### src/rtl/cache_mem_arbiter.sv
// Single main-memory port shared between I-cache refills and D-cache refills/write-backs.
// Define ARB_ROUND_ROBIN_EN to alternate grants under contention; the default is fixed D>I priority.
module cache_mem_arbiter #(
   parameter int ADDR_W    = 32,
   parameter int DATA_W    = 32,
   parameter int BURST_LEN = 4
) (
   input  logic              clk,
   input  logic              rst,
   input  logic              i_req,
   input  logic [ADDR_W-1:0] i_addr,
   output logic [DATA_W-1:0] i_rdata,
   output logic              i_rvalid,
   output logic              i_done,
   input  logic              d_req,
   input  logic              d_we,
   input  logic [ADDR_W-1:0] d_addr,
   input  logic [DATA_W-1:0] d_wdata,
   output logic              d_wready,
   output logic [DATA_W-1:0] d_rdata,
   output logic              d_rvalid,
   output logic              d_done,
   output logic              mem_req,
   output logic              mem_we,
   output logic [ADDR_W-1:0] mem_addr,
   output logic [DATA_W-1:0] mem_wdata,
   input  logic              mem_ack,
   input  logic [DATA_W-1:0] mem_rdata,
   output logic [1:0]        grant,
   output logic              busy
);

   localparam int BYTES  = DATA_W / 8;
   localparam int OFF_W  = $clog2(BYTES);
   localparam int BEAT_W = $clog2(BURST_LEN);
   localparam logic [ADDR_W-1:0] LINE_MASK = ADDR_W'(BURST_LEN * BYTES - 1);
   localparam logic [BEAT_W-1:0] LAST_BEAT = BEAT_W'(BURST_LEN - 1);

   typedef enum logic [1:0] {IDLE, I_XFER, D_XFER} state_t;

   state_t              state, next;
   logic [BEAT_W-1:0]   beat;
   logic [ADDR_W-1:0]   base;
   logic                we_lat;
   logic                xfer, last, pick_d;

`ifdef ARB_ROUND_ROBIN_EN
   logic last_d;

   // Flag remembers which port won the previous grant; reset favours I so D wins first.
   always_ff @(posedge clk) begin
      if (rst)
         last_d <= 1'b0;
      else if (state == IDLE && next != IDLE)
         last_d <= (next == D_XFER);
   end

   assign pick_d = !last_d;
`else
   assign pick_d = 1'b1;
`endif

   assign xfer = (state != IDLE);
   assign last = xfer && mem_ack && (beat == LAST_BEAT);

   always_comb begin
      next = state;
      case (state)
         IDLE: begin
            if (d_req && i_req) next = pick_d ? D_XFER : I_XFER;
            else if (d_req)     next = D_XFER;
            else if (i_req)     next = I_XFER;
         end
         I_XFER, D_XFER: if (last) next = IDLE;
         default: next = IDLE;
      endcase
   end

   always_ff @(posedge clk) begin
      if (rst) begin
         state  <= IDLE;
         grant  <= 2'b00;
         busy   <= 1'b0;
         beat   <= '0;
         base   <= '0;
         we_lat <= 1'b0;
      end else begin
         state <= next;
         grant <= (next == I_XFER) ? 2'b01 : (next == D_XFER) ? 2'b10 : 2'b00;
         busy  <= (next != IDLE);
         if (state == IDLE && next != IDLE) begin
            base   <= ((next == D_XFER) ? d_addr : i_addr) & ~LINE_MASK;
            we_lat <= (next == D_XFER) && d_we;
            beat   <= '0;
         end else if (xfer && mem_ack) begin
            beat <= beat + 1'b1;
         end
      end
   end

   assign mem_req   = xfer;
   assign mem_we    = (state == D_XFER) && we_lat;
   assign mem_addr  = xfer ? base + (ADDR_W'(beat) << OFF_W) : '0;
   assign mem_wdata = mem_we ? d_wdata : '0;

   assign i_rvalid  = (state == I_XFER) && mem_ack;
   assign i_rdata   = i_rvalid ? mem_rdata : '0;
   assign i_done    = (state == I_XFER) && last && !rst;

   assign d_rvalid  = (state == D_XFER) && !we_lat && mem_ack;
   assign d_rdata   = d_rvalid ? mem_rdata : '0;
   assign d_wready  = (state == D_XFER) && we_lat && mem_ack;
   assign d_done    = (state == D_XFER) && last && !rst;

endmodule

### config.mk
export PLATFORM = sky130hd
export DESIGN_NAME = cache_mem_arbiter
export DESIGN_NICKNAME = d
export VERILOG_FILES = /design/src/rtl/cache_mem_arbiter.sv
export SDC_FILE = /design/constraint.sdc
export NUM_CORES = 1
export LEC_CHECK = 0
export CORE_AREA = 2 2 105 107
export DETAILED_ROUTE_END_ITERATION = 10
export DIE_AREA = 0 0 107 109
export PLACE_DENSITY_LB_ADDON = 0.25
export SLEW_MARGIN = 0
export SYNTH_ARGS = -nofsm -noshare
export SYNTH_HDL_FRONTEND = slang
export SYNTH_SLANG_ARGS = --single-unit
### constraint.sdc
create_clock -name clk -period 4.58 [get_ports clk]
set_input_delay 0.916 -clock clk [delete_from_list [all_inputs] [get_ports clk]]
set_output_delay 0.916 -clock clk [all_outputs]
set_load 0.01 [all_outputs]
==> reports/qor.yml, run 1 <==
floorplan:
  die_area_sq_mm: 0.01166
  start_util_pct: 24.70
  coreArea_sq_mm: 0.01060
  rows: 38
  die_h_um: 109
  die_x_um: 107
  io_pins: 272
global_routing:
  grt_pass1_wl_mm: 16.86
  grt_pass1_vias: 2865
  grt_overflow: 0
  grt.total_usage_pct: 18.83
  grt_max_degree: 37
  antenna_found_initial: 0
route:
  drc_errors: 0
  drt-pass1-iter-count: 4
  wl_per_cell_um: 17.25
  drt-total-wl_mm: 11.75
  vias: 3081
  dr.first_iter.drc_count: 143
  vias_per_cell: 4.524
  detail-route-antenna-nets: 0
min_path:
  hold_class: "register to register"
  min_path_cells: 1
  hp-start: "base[5]"
yosys:
  synth_flop_cell: "dfxtp_1"
  synth_top_family_by_area: "simple AND/OR/NAND/NOR gates"
  synthCells: 297
  synth_mux_area_share_pct: 11.08
  syn_area_sq_mm: 0.002619
  synth_edf_count: 0
  synth_seq_cells: 36
  yosysSeqAreaShare_pct: 27.52
  yosys.area_share.simple_pct: 36.98
  synth_compound_area_share_pct: 12.71
  netlist.area_leader.share_pct: 27.52
  yosys.area.top_type: "dfxtp_1"
  synth_fa_ha_area_share_pct: 2.389
  synthArstFlopShare_pct: 0
  synth.avg_cell_area_sq_um: 8.817
  ys_warn_count: 0
  yosys.cell_types.count: 38
  synthTopCellsByArea: "dfxtp_1 28%, and3_1 16%, mux2i_1 11%"
  synth_xor_area_share_pct: 0.3344
clock_network:
  postCtsSetupBuffers: 0
  cts_sinks: 36
  clock-root-buffer: "clkbuf_8"
  holdBufCountCts: 0
  clkLatencyLatePin_ns: 0.28
  clockBufferDepth: 2
  cts_resized: 0
  htree_num_levels: 2
  clkTransAtPathRegs_ns: 0.07
  cts_made_buffers: 5
  cts_tree: "done"
layout:
  diodes: 0
  final_layout_size_suffix_gt1_share_pct: 3.327
  instances_no_fill: 681
  design_area_sq_mm: 0.005329
  syn2layout_area_growth_pct: 103.5
  multiInputGateArea_sq_mm: 0.001670
  fillers: 1009
  regArea_sq_um: 720.7
  nets: 679
  final_util_pct: 50.26
sta:
  setup_viol_count_final: 0
  rsz0062_at_grt: "false"
  whs_ns: 0.4591
  fin_worst_skew_ns: 0.004381
  max_freq_ghz: 0.2807
  max_slew_margin_pct: 20.25
  drv_slew: 0
  hold_viol: 0
  worstMarginPinSlew_ns: 1.196
  period_share_pct: 77.80
  fin_ws_ns: 1.017
  period_minus_slack_ns: 3.563
  final.setup.tns_ns: 0
power_and_ir_drop:
  sequentialPowerShare_pct: 35.8
  leakagePower_nw: 2.218
  power_mw: 1.091
  switching_power_mw: 0.3427
  p_int_mw: 0.7478
  pwr-share-comb_pct: 42.4
  ir_drop_v: 0.0001256
  pwr-share-clk_pct: 21.9
  swShare_pct: 31.43
  p_per_area_mw_per_mm2: 204.6
place:
  placedInstanceArea_sq_mm: 0.005235
  placed_cells: 673
  dp_hpwl_mm: 9.314
  gp_congestion: 0.8470
  dp_slack_ns: 1.002
  numPortBuffers: 261
critical_path:
  arrival_ns: 2.65
  worst_r2r_path_depth: 8
  r2r-start: "state[0]"
  crit_path_end_kind: "output port"
  path_max_fanout: 33
  crit_start: "mem_ack"
  critPathKind: "input port to output port"
  startpoint_type: "input port"
  cp_data_required_time_ns: 3.66
flow_run:
  drv_cap: 0
status:
  status: "finished, final reports clean"
synthesized netlist by cell type, drive strengths merged (2+ instances only):
master	count
a21oi	2
and2	36
and3	66
buf	13
clkbuf	18
dfxtp	36
ha	5
inv	5
mux2i	29
nand2	2
nand2b	3
nand3b	2
nor2b	34
nor3b	2
o21ai	2
o2bb2ai	28
path summary, 6_finish.rpt:
check | endpoint | slack [ns]
worst min-delay path | base[5] | 0.46
worst max-delay path | d_rdata[2] | 1.02
worst min register to register | base[5] | 0.46
worst max register to register | base[4] | 1.46
per-layer routing:
layer,GRT usage [%],share of wire [%],vias up
met1,22.47,41,1392
met4,6.122,2.7,0
met2,32.53,48,148
met3,5.499,8.3,16
li1,-,-,1525
met5,0,0,-
worst max-delay path: stages:
cell             delay [ns]
clkdlybuf4s50_1        0.55
nand2_1                0.07
nor2_1                 0.09
buf_4                  0.29
and2_1                 0.18
clkdlybuf4s50_1        0.54
area by class of cell:
class | count | share of cell area (%)
inverter | 5 | 0.3522
clock inverter | 1 | 0.1409
timing repair buffer | 266 | 49.73
multi-input combinational | 226 | 31.35
sequential | 36 | 13.52
tap | 140 | 3.287
clock buffer | 7 | 1.620
power by group through the flow:
stage          sequential (mW)  combinational [mW]  clock (mW)
6_report                 0.390               0.462       0.238
5_1_grt                  0.397               0.499       0.261
4_1_cts                  0.390               0.470       0.247
3_5_place_dp             0.395               0.468           0
3_3_place_gp             0.394               0.459           0
2_1_floorplan            0.385               0.259           0
cells by family after synthesis:
| family | count (synthesis) |
|---|---|
| buf+inv | 36 |
| mux | 29 |
| flops | 36 |
| xor+xnor | 1 |
| compound gates | 38 |
| simple gates | 151 |
| other cells | 1 |
| fa+ha+maj | 5 |
registers in the layout, summed over array words and instances, names as in the netlist:
signal,flops
state,2
busy,1
we_lat,1
base,28
beat,2
grant,2
layout by cell type, fill, tap and decap left out, types with 2 or more instances in the layout:
master,synthesis,layout
conb_1,1,2
clkbuf_8,0,6
clkdlybuf4s50_1,0,261
a21oi_1,2,2
inv_1,5,5
buf_4,3,5
nor2b_1,33,33
nor3b_1,2,2
ha_1,5,5
mux2i_1,29,29
and2_1,35,35
dfxtp_1,36,36
and3_1,65,65
o2bb2ai_1,28,28
nand2b_1,3,3
nand2_1,2,2
No activity file was read; power rests on OpenSTA's default activity.
==> run 2, diff against run 1 <==
Settings changed: CORE_AREA 2 2 105 107 to 2 2 104 106, DIE_AREA 0 0 107 109 to 0 0 106 108.
Clock period 4.58 ns to 3.7 ns, I/O delays scaled along.
==> run 2 against run 1 <==
Compared with the run above: hold slack lost 0.0030 ns; via count grew 1.4%; power grew 24%; first-iteration DRC count shrank 9.1%; sequential share of layout area shrank 0.051 points; count of clock-buffer cells in the layout shrank 1; utilization grew 2.0 points; die area shrank 1.8%.
==> reports/qor.yml, run 2 (same netlist as run 1, synthesis figures left out) <==
status:
  status: "finished, final reports clean"
sta:
  drv_slew: 0  # unchanged
  hold_viol: 0  # unchanged
  rsz0062_at_grt: "false"
  fin_worst_skew_ns: 0.007855  # +0.003474 ns
  setup_viol_count_final: 0  # unchanged
  period_minus_slack_ns: 3.215
  max_freq_ghz: 0.3110
  max_slew_margin_pct: 65.23  # +45 points
  fin_ws_ns: 0.4846  # -0.5323 ns
  worstMarginPinSlew_ns: 0.5215  # -0.6747 ns
  final.setup.tns_ns: 0  # unchanged
  period_share_pct: 86.90
critical_path:
  critPathKind: "input port to output port"
  path_max_fanout: 33  # unchanged
  startpoint_type: "input port"
  worst_r2r_path_depth: 9  # +1
  cp_data_required_time_ns: 2.96  # -0.70 ns
  arrival_ns: 2.48  # -0.17 ns
  crit_path_end_kind: "output port"
route:
  vias_per_cell: 4.594  # +1.5%
  dr.first_iter.drc_count: 130  # -9.1%
  detail-route-antenna-nets: 0  # unchanged
  wl_per_cell_um: 16.09  # -6.7%
  drt-total-wl_mm: 10.94  # -6.9%
  drc_errors: 0  # unchanged
  drt-pass1-iter-count: 4  # unchanged
  vias: 3124  # +1.4%
global_routing:
  grt_pass1_wl_mm: 16.35  # -3.0%
  grt_overflow: 0  # unchanged
  grt_pass1_vias: 3023  # +5.5%
  antenna_found_initial: 0  # unchanged
  grt.total_usage_pct: 18.08  # -0.75 points
  grt_max_degree: 36  # -2.7%
floorplan:
  start_util_pct: 25.60  # +0.90 points
  io_pins: 272  # unchanged
  coreArea_sq_mm: 0.01023  # -3.5%
  die_area_sq_mm: 0.01145  # -1.8%
  rows: 37  # -2.6%
  die_h_um: 108  # -0.92%
  die_x_um: 106  # -0.93%
layout:
  largest_reg_flops: 28  # unchanged
  design_area_sq_mm: 0.005349  # +0.38%
  fillers: 974  # -3.5%
  diodes: 0  # unchanged
  regArea_sq_um: 720.7  # unchanged
  multiInputGateArea_sq_mm: 0.001670  # unchanged
  layout_commonest_cell: "clkdlybuf4s50_1"
  syn2layout_area_growth_pct: 104.3
  nets: 682  # +0.44%
  final_layout_size_suffix_gt1_share_pct: 4.044  # +0.72 points
  largest_register: "base"
  final_cell_mix: "261 x clkdlybuf4s50_1, 65 x and3_1, 36 x dfxtp_1"
place:
  numPortBuffers: 261  # unchanged
  dp_hpwl_mm: 8.763  # -5.9%
  gp_congestion: 0.8198  # -3.2%
  dp_slack_ns: 0.4803  # -0.5215 ns
  placedInstanceArea_sq_mm: 0.005253  # +0.33%
power_and_ir_drop:
  ir_drop_v: 0.0001362  # +8.5%
  power_mw: 1.350  # +24%
  leakagePower_nw: 2.240  # +1.0%
  p_per_area_mw_per_mm2: 252.4  # +23%
clock_network:
  clkTransAtPathRegs_ns: 0.07  # about the same
  cts_tree: "done"
  postCtsSetupBuffers: 0  # unchanged
  cts_made_buffers: 5  # unchanged
  holdBufCountCts: 0  # unchanged
  clockBufferDepth: 2  # unchanged
  cts_sinks: 36  # unchanged
  htree_num_levels: 2  # unchanged
  clkLatencyLatePin_ns: 0.28  # about the same
  clock-root-buffer: "clkbuf_8"
  cts_resized: 0  # unchanged
min_path:
  hold_class: "register to register"
  min_path_cells: 1  # unchanged
flow_run:
  drv_cap: 0  # unchanged
==> run 2: cell count changes in the layout (fill, tap and decap cells not counted) <==
cell        previous run  this run
buf_4                  5         8
clkbuf_1               1         0
clkinv_2               0         1
clkinvlp_4             1         0
inv_6                  0         1
==> run 2: metrics by stage <==
step | instances | hold WS [ns] | util (%)
global placement | 672 | 0.4357 | 51.34
global route | 680 | 0.4754 | 52.28
finish | 680 | 0.4562 | 52.28
floorplan | 298 | 0.4247 | -
CTS | 680 | 0.4620 | 52.28
detailed placement | 672 | 0.4390 | 51.34
==> run 2: worst paths after layout <==
kind / startpoint / end / slack (ns)
min: base[25] / base[25] / 0.46
max reg2reg: state[0] / base[15] / 0.89
min reg2reg: base[25] / base[25] / 0.46
max: mem_ack / d_rdata[12] / 0.48
==> run 2: worst max-delay path, cell delays in order <==
cell and delay [ns]:
clkdlybuf4s50_1 0.56, nand2_1 0.07, nor2_1 0.09, buf_4 0.28, and2_1 0.17, clkdlybuf4s50_1 0.56
==> run 2: final cells by class <==
cell class                 instances  area share [%]
clock buffer                       6           1.544
inverter                           5          0.3509
tap                              136           3.181
multi-input combinational        226           31.23
clock inverter                     2          0.2573
sequential                        36           13.47
timing repair buffer             269           49.96
==> run 2: power by group <==
part	total [mW]	switching, mW	internal [mW]	leakage, nW
registers	0.477	0.0309	0.446	0.296
clock network	0.298	0.146	0.152	0.0516
logic	0.575	0.243	0.332	1.89
total	1.35	0.420	0.930	2.24
==> run 2: metal layers <==
layer  up-vias  part of all wire, %  routed length (um)  global-route usage [%]
met3        12                  8.8                 965                   5.666
met2       150                   52                5650                   33.92
met1      1428                   38                4107                   19.63
met4         0                  2.0                 217                   4.981
met5         -                    0                   0                       0
li1       1534                    -                   -                       -
